## config.mk

```make
export PLATFORM = sky130hd
export DESIGN_NAME = neokeon_decrypt_core
export DESIGN_NICKNAME = d
export VERILOG_FILES = /design/src/rtl/neokeon_decrypt_core_pkg.sv /design/src/rtl/neokeon_round_fun.sv /design/src/rtl/neokeon_decrypt_core.sv
export SDC_FILE = /design/constraint.sdc
export NUM_CORES = 1
export LEC_CHECK = 0
export CAP_MARGIN = 25
export CORE_ASPECT_RATIO = 1.5
export CORE_MARGIN = 2
export CORE_UTILIZATION = 61
export CTS_CLUSTER_DIAMETER = 100
export DETAILED_ROUTE_END_ITERATION = 16
export PLACE_DENSITY_LB_ADDON = 0.05
export SLEW_MARGIN = 5
export SYNTH_ARGS = -nofsm -noshare
export SYNTH_HDL_FRONTEND = slang
export SYNTH_SLANG_ARGS = --single-unit
```

## constraint.sdc

```tcl
create_clock -name inClk -period 8.31 [get_ports inClk]
set_input_delay 0.831 -clock inClk [delete_from_list [all_inputs] [get_ports inClk]]
set_output_delay 0.831 -clock inClk [all_outputs]
set_load 0.02 [all_outputs]
```

## src/rtl/neokeon_decrypt_core_pkg.sv

```systemverilog
// Shared constants, FSM encoding and NOEKEON round primitives for the decryption core.
package neokeon_decrypt_core_pkg;

  localparam int          NR       = 16;
  localparam logic [7:0]  RC_FIRST = 8'h80;
  localparam logic [7:0]  RC_LAST  = 8'hD4;
  localparam logic [7:0]  RC_POLY  = 8'h1B;

  typedef enum logic [2:0] {
    S_IDLE  = 3'd0,
    S_KEY   = 3'd1,
    S_ROUND = 3'd2,
    S_FINAL = 3'd3,
    S_DONE  = 3'd4
  } fsm_state_e;

  // Word order: a0 lives in [127:96], a3 in [31:0].
  function automatic logic [31:0] word_of(input logic [127:0] blk, input int unsigned idx);
    return blk[127 - 32*idx -: 32];
  endfunction

  function automatic logic [127:0] rc_word0(input logic [7:0] rc);
    return {24'h0, rc, 96'h0};
  endfunction

  function automatic logic [31:0] rotl32(input logic [31:0] x, input int unsigned n);
    return (x << n) | (x >> (32 - n));
  endfunction

  function automatic logic [31:0] rotr32(input logic [31:0] x, input int unsigned n);
    return (x >> n) | (x << (32 - n));
  endfunction

  function automatic logic [127:0] theta(input logic [127:0] s, input logic [127:0] k);
    logic [31:0] a0, a1, a2, a3, t;
    a0 = word_of(s, 0);
    a1 = word_of(s, 1);
    a2 = word_of(s, 2);
    a3 = word_of(s, 3);
    t  = a0 ^ a2;
    t  = t ^ rotl32(t, 8) ^ rotr32(t, 8);
    a1 = a1 ^ t;
    a3 = a3 ^ t;
    a0 = a0 ^ word_of(k, 0);
    a1 = a1 ^ word_of(k, 1);
    a2 = a2 ^ word_of(k, 2);
    a3 = a3 ^ word_of(k, 3);
    t  = a1 ^ a3;
    t  = t ^ rotl32(t, 8) ^ rotr32(t, 8);
    a0 = a0 ^ t;
    a2 = a2 ^ t;
    return {a0, a1, a2, a3};
  endfunction

  function automatic logic [127:0] pi1(input logic [127:0] s);
    return {word_of(s, 0), rotl32(word_of(s, 1), 1), rotl32(word_of(s, 2), 5),
            rotl32(word_of(s, 3), 2)};
  endfunction

  function automatic logic [127:0] pi2(input logic [127:0] s);
    return {word_of(s, 0), rotr32(word_of(s, 1), 1), rotr32(word_of(s, 2), 5),
            rotr32(word_of(s, 3), 2)};
  endfunction

  function automatic logic [127:0] gamma(input logic [127:0] s);
    logic [31:0] a0, a1, a2, a3, tmp;
    a0  = word_of(s, 0);
    a1  = word_of(s, 1);
    a2  = word_of(s, 2);
    a3  = word_of(s, 3);
    a1  = a1 ^ (~a3 & ~a2);
    a0  = a0 ^ (a2 & a1);
    tmp = a0;
    a0  = a3;
    a3  = tmp;
    a2  = a2 ^ a0 ^ a1 ^ a3;
    a1  = a1 ^ (~a3 & ~a2);
    a0  = a0 ^ (a2 & a1);
    return {a0, a1, a2, a3};
  endfunction

  // Walks the encryption constant schedule backwards.
  function automatic logic [7:0] inv_xtime(input logic [7:0] rc);
    return rc[0] ? (((rc ^ RC_POLY) >> 1) | 8'h80) : (rc >> 1);
  endfunction

endpackage

```

## src/rtl/neokeon_round_fun.sv

```systemverilog
// Combinational NOEKEON round: c1 before Theta, c2 after, then Pi1, Gamma, Pi2.
// theta_out is plain Theta(state, key), used for key derivation and the output transform.
module neokeon_round_fun
  import neokeon_decrypt_core_pkg::*;
(
  input  logic [127:0] state,
  input  logic [127:0] key,
  input  logic [7:0]   c1,
  input  logic [7:0]   c2,
  output logic [127:0] theta_out,
  output logic [127:0] round_out
);

  logic [127:0] mixed;

  assign theta_out = theta(state, key);
  assign mixed     = theta(state ^ rc_word0(c1), key) ^ rc_word0(c2);
  assign round_out = pi2(gamma(pi1(mixed)));

endmodule

```

## src/rtl/neokeon_decrypt_core.sv

```systemverilog
// Iterative NOEKEON-128 decryption (direct key), one round per clock, valid/ready on both sides.
//   state   | meaning
//   S_IDLE  | outReady high, waiting for inValid
//   S_KEY   | derive working key Theta(0, key)
//   S_ROUND | 16 rounds with rc walking D4 -> 1B
//   S_FINAL | output transform Theta(state, key) ^ rc(80)
//   S_DONE  | hold plaintext until inReadyOut
module neokeon_decrypt_core
  import neokeon_decrypt_core_pkg::*;
(
  input  logic         inClk,
  input  logic         inReset,
  input  logic         inValid,
  output logic         outReady,
  input  logic [127:0] inKey,
  input  logic [127:0] inDataBlock,
  output logic         outValid,
  input  logic         inReadyOut,
  output logic [127:0] outDataBlock
);

  fsm_state_e   fsm;
  logic [127:0] blk;
  logic [127:0] key;
  logic [7:0]   rc;
  logic [3:0]   round_cnt;

  logic [127:0] rf_state;
  logic [127:0] rf_key;
  logic [127:0] theta_out;
  logic [127:0] round_out;

  // The KEY cycle runs Theta on the key itself with an all-zero key vector.
  assign rf_state = (fsm == S_KEY) ? key : blk;
  assign rf_key   = (fsm == S_KEY) ? 128'h0 : key;

  neokeon_round_fun u_round (
    .state     (rf_state),
    .key       (rf_key),
    .c1        (8'h00),
    .c2        (rc),
    .theta_out (theta_out),
    .round_out (round_out)
  );

  always_ff @(posedge inClk) begin
    if (inReset) begin
      fsm          <= S_IDLE;
      blk          <= 128'h0;
      key          <= 128'h0;
      rc           <= 8'h00;
      round_cnt    <= 4'd0;
      outReady     <= 1'b1;
      outValid     <= 1'b0;
      outDataBlock <= 128'h0;
    end else begin
      case (fsm)
        S_IDLE: begin
          if (inValid) begin
            blk       <= inDataBlock;
            key       <= inKey;
            rc        <= RC_LAST;
            round_cnt <= 4'd0;
            outReady  <= 1'b0;
            fsm       <= S_KEY;
          end
        end
        S_KEY: begin
          key <= theta_out;
          fsm <= S_ROUND;
        end
        S_ROUND: begin
          blk       <= round_out;
          rc        <= inv_xtime(rc);
          round_cnt <= round_cnt + 4'd1;
          if (round_cnt == 4'(NR - 1)) fsm <= S_FINAL;
        end
        S_FINAL: begin
          outDataBlock <= theta_out ^ rc_word0(rc);
          outValid     <= 1'b1;
          fsm          <= S_DONE;
        end
        S_DONE: begin
          if (inReadyOut) begin
            outValid <= 1'b0;
            outReady <= 1'b1;
            fsm      <= S_IDLE;
          end
        end
        default: begin
          outValid <= 1'b0;
          outReady <= 1'b1;
          fsm      <= S_IDLE;
        end
      endcase
    end
  end

endmodule

```

==> flow_metrics.env, run 1 <==
export IMPL_synth_edff_count=0
export IMPL_fp_dieW_microns=177
export IMPL_hold_class="flop to flop"
export IMPL_clk_path_buf_depth=3
export IMPL_max_cap_violations=0
export IMPL_drive_above_1_share_pct=4.53
export IMPL_clkLatencyLatePin_ns=0.57
export IMPL_netlist_area_sq_mm=0.0275
export IMPL_syn_nets=3546
export IMPL_syn_area_per_cell_sq_um=8.44
export IMPL_crit_fanout=53
export IMPL_port_buffers=389
export IMPL_area_growth_pct=20.3
export IMPL_worstMarginPinSlew_ns=1.24
export IMPL_post_route_cell_area_sq_mm=0.0331
export IMPL_fin_ws_ns=3.02
export IMPL_setup_viol=0
export IMPL_synth_area_leaders="dfxtp_1, xnor2_1, xnor3_1"
export IMPL_max_freq_mhz=189
export IMPL_critPathArrivalTime_ns=5.71
export IMPL_rsz0062_at_grt="no"
export IMPL_antenna_found_initial=3
export IMPL_yosys_area_top_type_share_pct=29.2
export IMPL_grt_pass1_vias=25100
export IMPL_status="finished, final reports clean"
export IMPL_hold_viol=0
export IMPL_cts_hold_buf=0
export IMPL_vias=26900
export IMPL_yosysWarnings=0
export IMPL_routed_wl_microns=115000
export IMPL_grt_usage_pct=47.5
export IMPL_synth_ff_type="dfxtp_1"
export IMPL_ys_seq_elements=401
export IMPL_die_y_microns=264
export IMPL_netlist_instances=3253
export IMPL_cts_sinks=401
export IMPL_cts_tree="yes"
export IMPL_gp_congestion=1.05
export IMPL_cpPeakStageDelay_ns=0.80
export IMPL_detailed_place_hpwl_microns=86300
export IMPL_postCtsSetupBuffers=0
export IMPL_synth_seq_area_share_pct=29.2
export IMPL_synth_distinct_cells=60
export IMPL_synth_area_leader_cell="dfxtp_1"
export IMPL_finalSetupTns_ns=0
export IMPL_cts_buffers=40
export IMPL_avgViaCountPerCell=6.49
export IMPL_slew_headroom_pct=16.6
export IMPL_path_class="flop to flop"
export IMPL_drv_slew=0
export IMPL_finClkSkew_ns=0.0213
export IMPL_clk_pin_slew_ns=0.07
export IMPL_root_buffer="clkbuf_16"
export IMPL_period_share_pct=63.6
export IMPL_post_drt_wl_per_cell_microns=27.7
export IMPL_cp_common_cell="xnor2_1"
export IMPL_drt_iter0_drc=4025
export IMPL_grt_max_degree=135
export IMPL_fillCellCount=3211
export IMPL_rows=95
export IMPL_postRouteAntennaNets=0
export IMPL_async_flop_share_pct=0
export IMPL_core_sq_mm=0.0446
export IMPL_worstPathCellList="or3b_4 -> buf_4 -> nand2_4 -> xor2_4 -> xnor3_2 -> xnor2_1 -> inv_1 -> ha_1 -> xnor2_1 -> xnor2_1 -> nor2_1 -> xnor2_1 -> o22ai_1"
export IMPL_grt_pass1_wl_microns=163000
export IMPL_drc=0
export IMPL_htreeDepth=2
export IMPL_period_minus_slack_ns=5.29
export IMPL_post_cts_resize_count=0
export IMPL_initial_utilization_pct=61.6
export IMPL_io_pins=390
export IMPL_place_ws_ns=3.20
export IMPL_overflow=0
export IMPL_cp_slowest_cell="xnor2_1"
export IMPL_nets=3818
export IMPL_worstSetupEndpointType="flop"
export IMPL_dieArea_sq_mm=0.0468
export IMPL_drtPass1Iterations=6
export IMPL_cp_start_kind="flop"
export IMPL_crit_required_ns=8.74
export IMPL_placed_cell_area_sq_mm=0.0316
==> Yosys cell counts, drive strengths merged, types with 38 or more instances <==
cell    count
o21ai     141
nand2     469
inv        52
a22oi      64
xor2      172
a211oi     38
dfxtp     401
o22ai      44
mux2i      45
nor2      401
a21oi     269
xnor3      96
clkbuf    158
xnor2     541
a221oi     85
==> flip-flops by register name (all words and copies together) (netlist names) <==
signal	count
outReady	1
fsm	3
key	128
blk	128
round_cnt	4
outDataBlock	128
rc	8
outValid	1
==> final cells by class <==
| type | instances | area [sq um] | area share [%] |
|---|---|---|---|
| multi-input combinational | 2606 | 18500 | 56.0 |
| clock inverter | 25 | 310 | 0.939 |
| antenna | 3 | 7.51 | 0.0227 |
| sequential | 401 | 8030 | 24.3 |
| tap | 582 | 728 | 2.20 |
| timing repair buffer | 424 | 4190 | 12.7 |
| inverter | 52 | 195 | 0.590 |
| clock buffer | 46 | 1070 | 3.25 |
==> path summary, 6_finish.rpt <==
check / cells past startpoint / slack, ns / from / to
setup reg to reg: 13 / 3.02 / fsm[1]$_SDFFE_PP0P_ / blk[118]$_SDFFE_PP0P_
hold reg to reg: 2 / 0.45 / outDataBlock[93]$_SDFFE_PP0P_ / outDataBlock[93]$_SDFFE_PP0P_
hold / removal: 2 / 0.45 / outDataBlock[93]$_SDFFE_PP0P_ / outDataBlock[93]$_SDFFE_PP0P_
setup / recovery: 13 / 3.02 / fsm[1]$_SDFFE_PP0P_ / blk[118]$_SDFFE_PP0P_
==> cells in the final DEF, fill, tap and decap left out, types with 25 or more instances in the layout <==
cell             instances
o21ai_0                141
xor3_1                  27
a211oi_1                38
nor3_1                  25
clkbuf_16               41
a221oi_1                85
a21oi_1                269
buf_4                   33
xnor2_1                530
xor2_1                 166
dfxtp_1                401
xnor3_1                 94
nor2_1                 399
mux2i_1                 45
inv_1                   52
a22oi_1                 64
clkdlybuf4s50_1        388
o22ai_1                 44
nand2_1                464
ha_1                    33
==> kinds of logic (layout without fill, tap and decap cells) <==
logic type / after synthesis / count (layout) / share of synthesized area (%)
XOR/XNOR: 836 / 836 / 33.6
flip-flops: 401 / 401 / 29.2
AO/OA/AOI/OAI: 714 / 714 / 16.2
buffers and inverters: 246 / 547 / 3.48
multiplexers: 46 / 46 / 1.68
adder cells (fa/ha/maj): 33 / 33 / 1.50
other: 0 / 3 / 0
AND/OR/NAND/NOR: 977 / 977 / 14.3
==> per-layer routing <==
metal	GRT usage, %	vias up	wire, microns
met1	61.7	12800	41600
met5	0	-	11
met3	11.5	402	15200
li1	-	11600	-
met4	31.5	2	9370
met2	70.0	2141	48500
==> metrics by stage <==
stage | util [%] | hold WS [ns] | cells
6_report | 74.2 | 0.454 | 4139
3_3_place_gp | 71.0 | 0.439 | 4064
3_5_place_dp | 71.0 | 0.446 | 4064
2_1_floorplan | - | 0.447 | 3253
5_1_grt | 74.1 | 0.463 | 4137
4_1_cts | 74.1 | 0.454 | 4135
==> worst max-delay path: cells and delay by family (launching register included) <==
kind | cells | cell delay, ns
flops | 1 | 0.70
fa+ha+maj | 1 | 0.37
buf+inv | 2 | 0.69
xor+xnor | 6 | 2.12
simple gates | 3 | 1.08
compound gates | 1 | 0.09
Power of run 1 is not shown: default switching activity piles up to over one toggle a cycle in this logic, so the estimate is an artifact.
==> run 2: changes to the inputs <==
--- a/config.mk
+++ b/config.mk
@@ -8,7 +8,7 @@
 export CAP_MARGIN = 25
 export CORE_ASPECT_RATIO = 1.5
 export CORE_MARGIN = 2
-export CORE_UTILIZATION = 61
+export CORE_UTILIZATION = 51
 export CTS_CLUSTER_DIAMETER = 100
 export DETAILED_ROUTE_END_ITERATION = 16
 export PLACE_DENSITY_LB_ADDON = 0.05
==> constraint.sdc (replaced) <==
create_clock -name inClk -period 4.36 [get_ports inClk]
set_input_delay 0.436 -clock inClk [delete_from_list [all_inputs] [get_ports inClk]]
set_output_delay 0.436 -clock inClk [all_outputs]
set_load 0.02 [all_outputs]
==> run 2 against run 1 <==
  * Register-to-register slack got worse by 2.9 ns
  * Via count decreased by 0.38%
  * Cell area increased by 3.6%
  * Count of clock-buffer cells in the layout increased by 6
  * Largest cell class unchanged
==> flow_metrics.env, run 2 (synthesized netlist as in run 1, its figures left out) <==
export IMPL_drive_above_1_share_pct=7.79
export IMPL_crit_required_ns=4.79
export IMPL_routed_wl_microns=122000
export IMPL_finClkSkew_ns=0.0225
export IMPL_post_route_cell_area_sq_mm=0.0343
export IMPL_avgViaCountPerCell=6.12
export IMPL_io_pins=390
export IMPL_holdPathStages=2
export IMPL_port_buffers=389
export IMPL_fp_dieW_microns=193
export IMPL_cp_common_cell="xnor2_1"
export IMPL_rsz0062_at_grt="no"
export IMPL_drt_iter0_drc=3315
export IMPL_grt_usage_pct=42.6
export IMPL_critPathArrivalTime_ns=4.65
export IMPL_core_sq_mm=0.0535
export IMPL_reg2reg_slack_ns=0.14
export IMPL_post_drt_wl_per_cell_microns=28.0
export IMPL_clk_pin_slew_ns=0.06
export IMPL_initial_utilization_pct=51.4
export IMPL_dp_cells=4295
export IMPL_grt_max_degree=216
export IMPL_cp_start_kind="flop"
export IMPL_finalSetupTns_ns=0
export IMPL_worstSetupEndpointType="flop"
export IMPL_post_cts_resize_count=0
export IMPL_gp_congestion=1.03
export IMPL_placed_cell_area_sq_mm=0.0328
export IMPL_cts_buffers=42
export IMPL_cts_sinks=401
export IMPL_rows=104
export IMPL_crit_cells=11
export IMPL_drc=0
export IMPL_period_share_pct=96.7
export IMPL_die_y_microns=288
export IMPL_cpPeakStageDelay_ns=0.76
export IMPL_overflow=0
export IMPL_cts_tree="yes"
export IMPL_grt_pass1_vias=25000
export IMPL_antenna_cells=0
export IMPL_cts_hold_buf=0
export IMPL_htreeDepth=2
export IMPL_drtPass1Iterations=5
export IMPL_slew_headroom_pct=15.1
export IMPL_setup_viol=0
export IMPL_area_growth_pct=24.7
export IMPL_drv_slew=0
export IMPL_postCtsSetupBuffers=0
export IMPL_worstMarginPinSlew_ns=1.27
export IMPL_cp_slowest_cell="xnor2_1"
export IMPL_top_regs="blk x128, key x128, outDataBlock x128"
export IMPL_dieArea_sq_mm=0.0558
export IMPL_period_minus_slack_ns=4.22
export IMPL_antenna_found_initial=1
export IMPL_clk_path_buf_depth=3
export IMPL_detailed_place_hpwl_microns=96400
export IMPL_grt_pass1_wl_microns=173000
export IMPL_nets=3945
export IMPL_crit_family="XOR/XNOR gates"
export IMPL_path_class="flop to flop"
export IMPL_max_cap_violations=0
export IMPL_max_freq_mhz=237
export IMPL_worst_path_buf_inv=1
export IMPL_fin_cells=4372
export IMPL_final_common_cell="xnor2_1"
export IMPL_vias=26800
export IMPL_final_cell_mix="xnor2_1, nand2_1, dfxtp_1"
export IMPL_r2r_cells=11
export IMPL_worstPathCellList="xor2_1 -> xnor3_1 -> xnor2_1 -> a21oi_1 -> xnor2_1 -> inv_1 -> ha_1 -> xnor3_1 -> nor2b_1 -> xnor2_1 -> o22ai_1"
export IMPL_clkLatencyLatePin_ns=0.59
export IMPL_hold_class="primary input to flop"
export IMPL_postRouteAntennaNets=0
export IMPL_crit_fanout=3
export IMPL_hold_viol=0
export IMPL_root_buffer="clkbuf_16"
export IMPL_status="finished, final reports clean"
[run 2: cell types whose count changed in the layout (fill, tap and decap cells not counted), sizes merged]
cell | previous run | this run
bufinv | 6 | 5
clkinvlp | 5 | 6
clkbuf | 46 | 52
inv | 56 | 53
diode | 3 | 0
clkinv | 10 | 11
buf | 36 | 161
[run 2: worst paths after layout]
kind | start | endpoint
hold reg to reg | outDataBlock[6]$_SDFFE_PP0P_ | outDataBlock[6]$_SDFFE_PP0P_
setup reg to reg | blk[54]$_SDFFE_PP0P_ | blk[120]$_SDFFE_PP0P_
hold / removal | inReset | outDataBlock[93]$_SDFFE_PP0P_
setup / recovery | blk[54]$_SDFFE_PP0P_ | blk[120]$_SDFFE_PP0P_
[run 2: layer usage]
metal  global-route usage [%]  routed length, microns
met1                     56.8                   48000
met4                     26.0                    8590
met5                        0                      13
met2                     63.1                   51600
met3                     9.28                   14200
[run 2: area by class of cell]
cell class,count,area [sq um]
tap,689,862
fill,4524,19200
sequential,401,8030
inverter,52,195
timing repair buffer,549,5200
clock buffer,52,1160
multi-input combinational,2606,18500
clock inverter,23,293
[run 2: stage by stage]
step           utilization [%]  hold slack [ns]  worst slack, ns
3_5_place_dp              61.3            0.450            0.291
4_1_cts                   64.0            0.316            0.258
6_report                  64.0            0.300            0.142
3_3_place_gp              61.3            0.441            0.313
5_1_grt                   64.0            0.322          0.00578
2_1_floorplan                -            0.447            0.719
Power of run 2 is left out for the same reason.
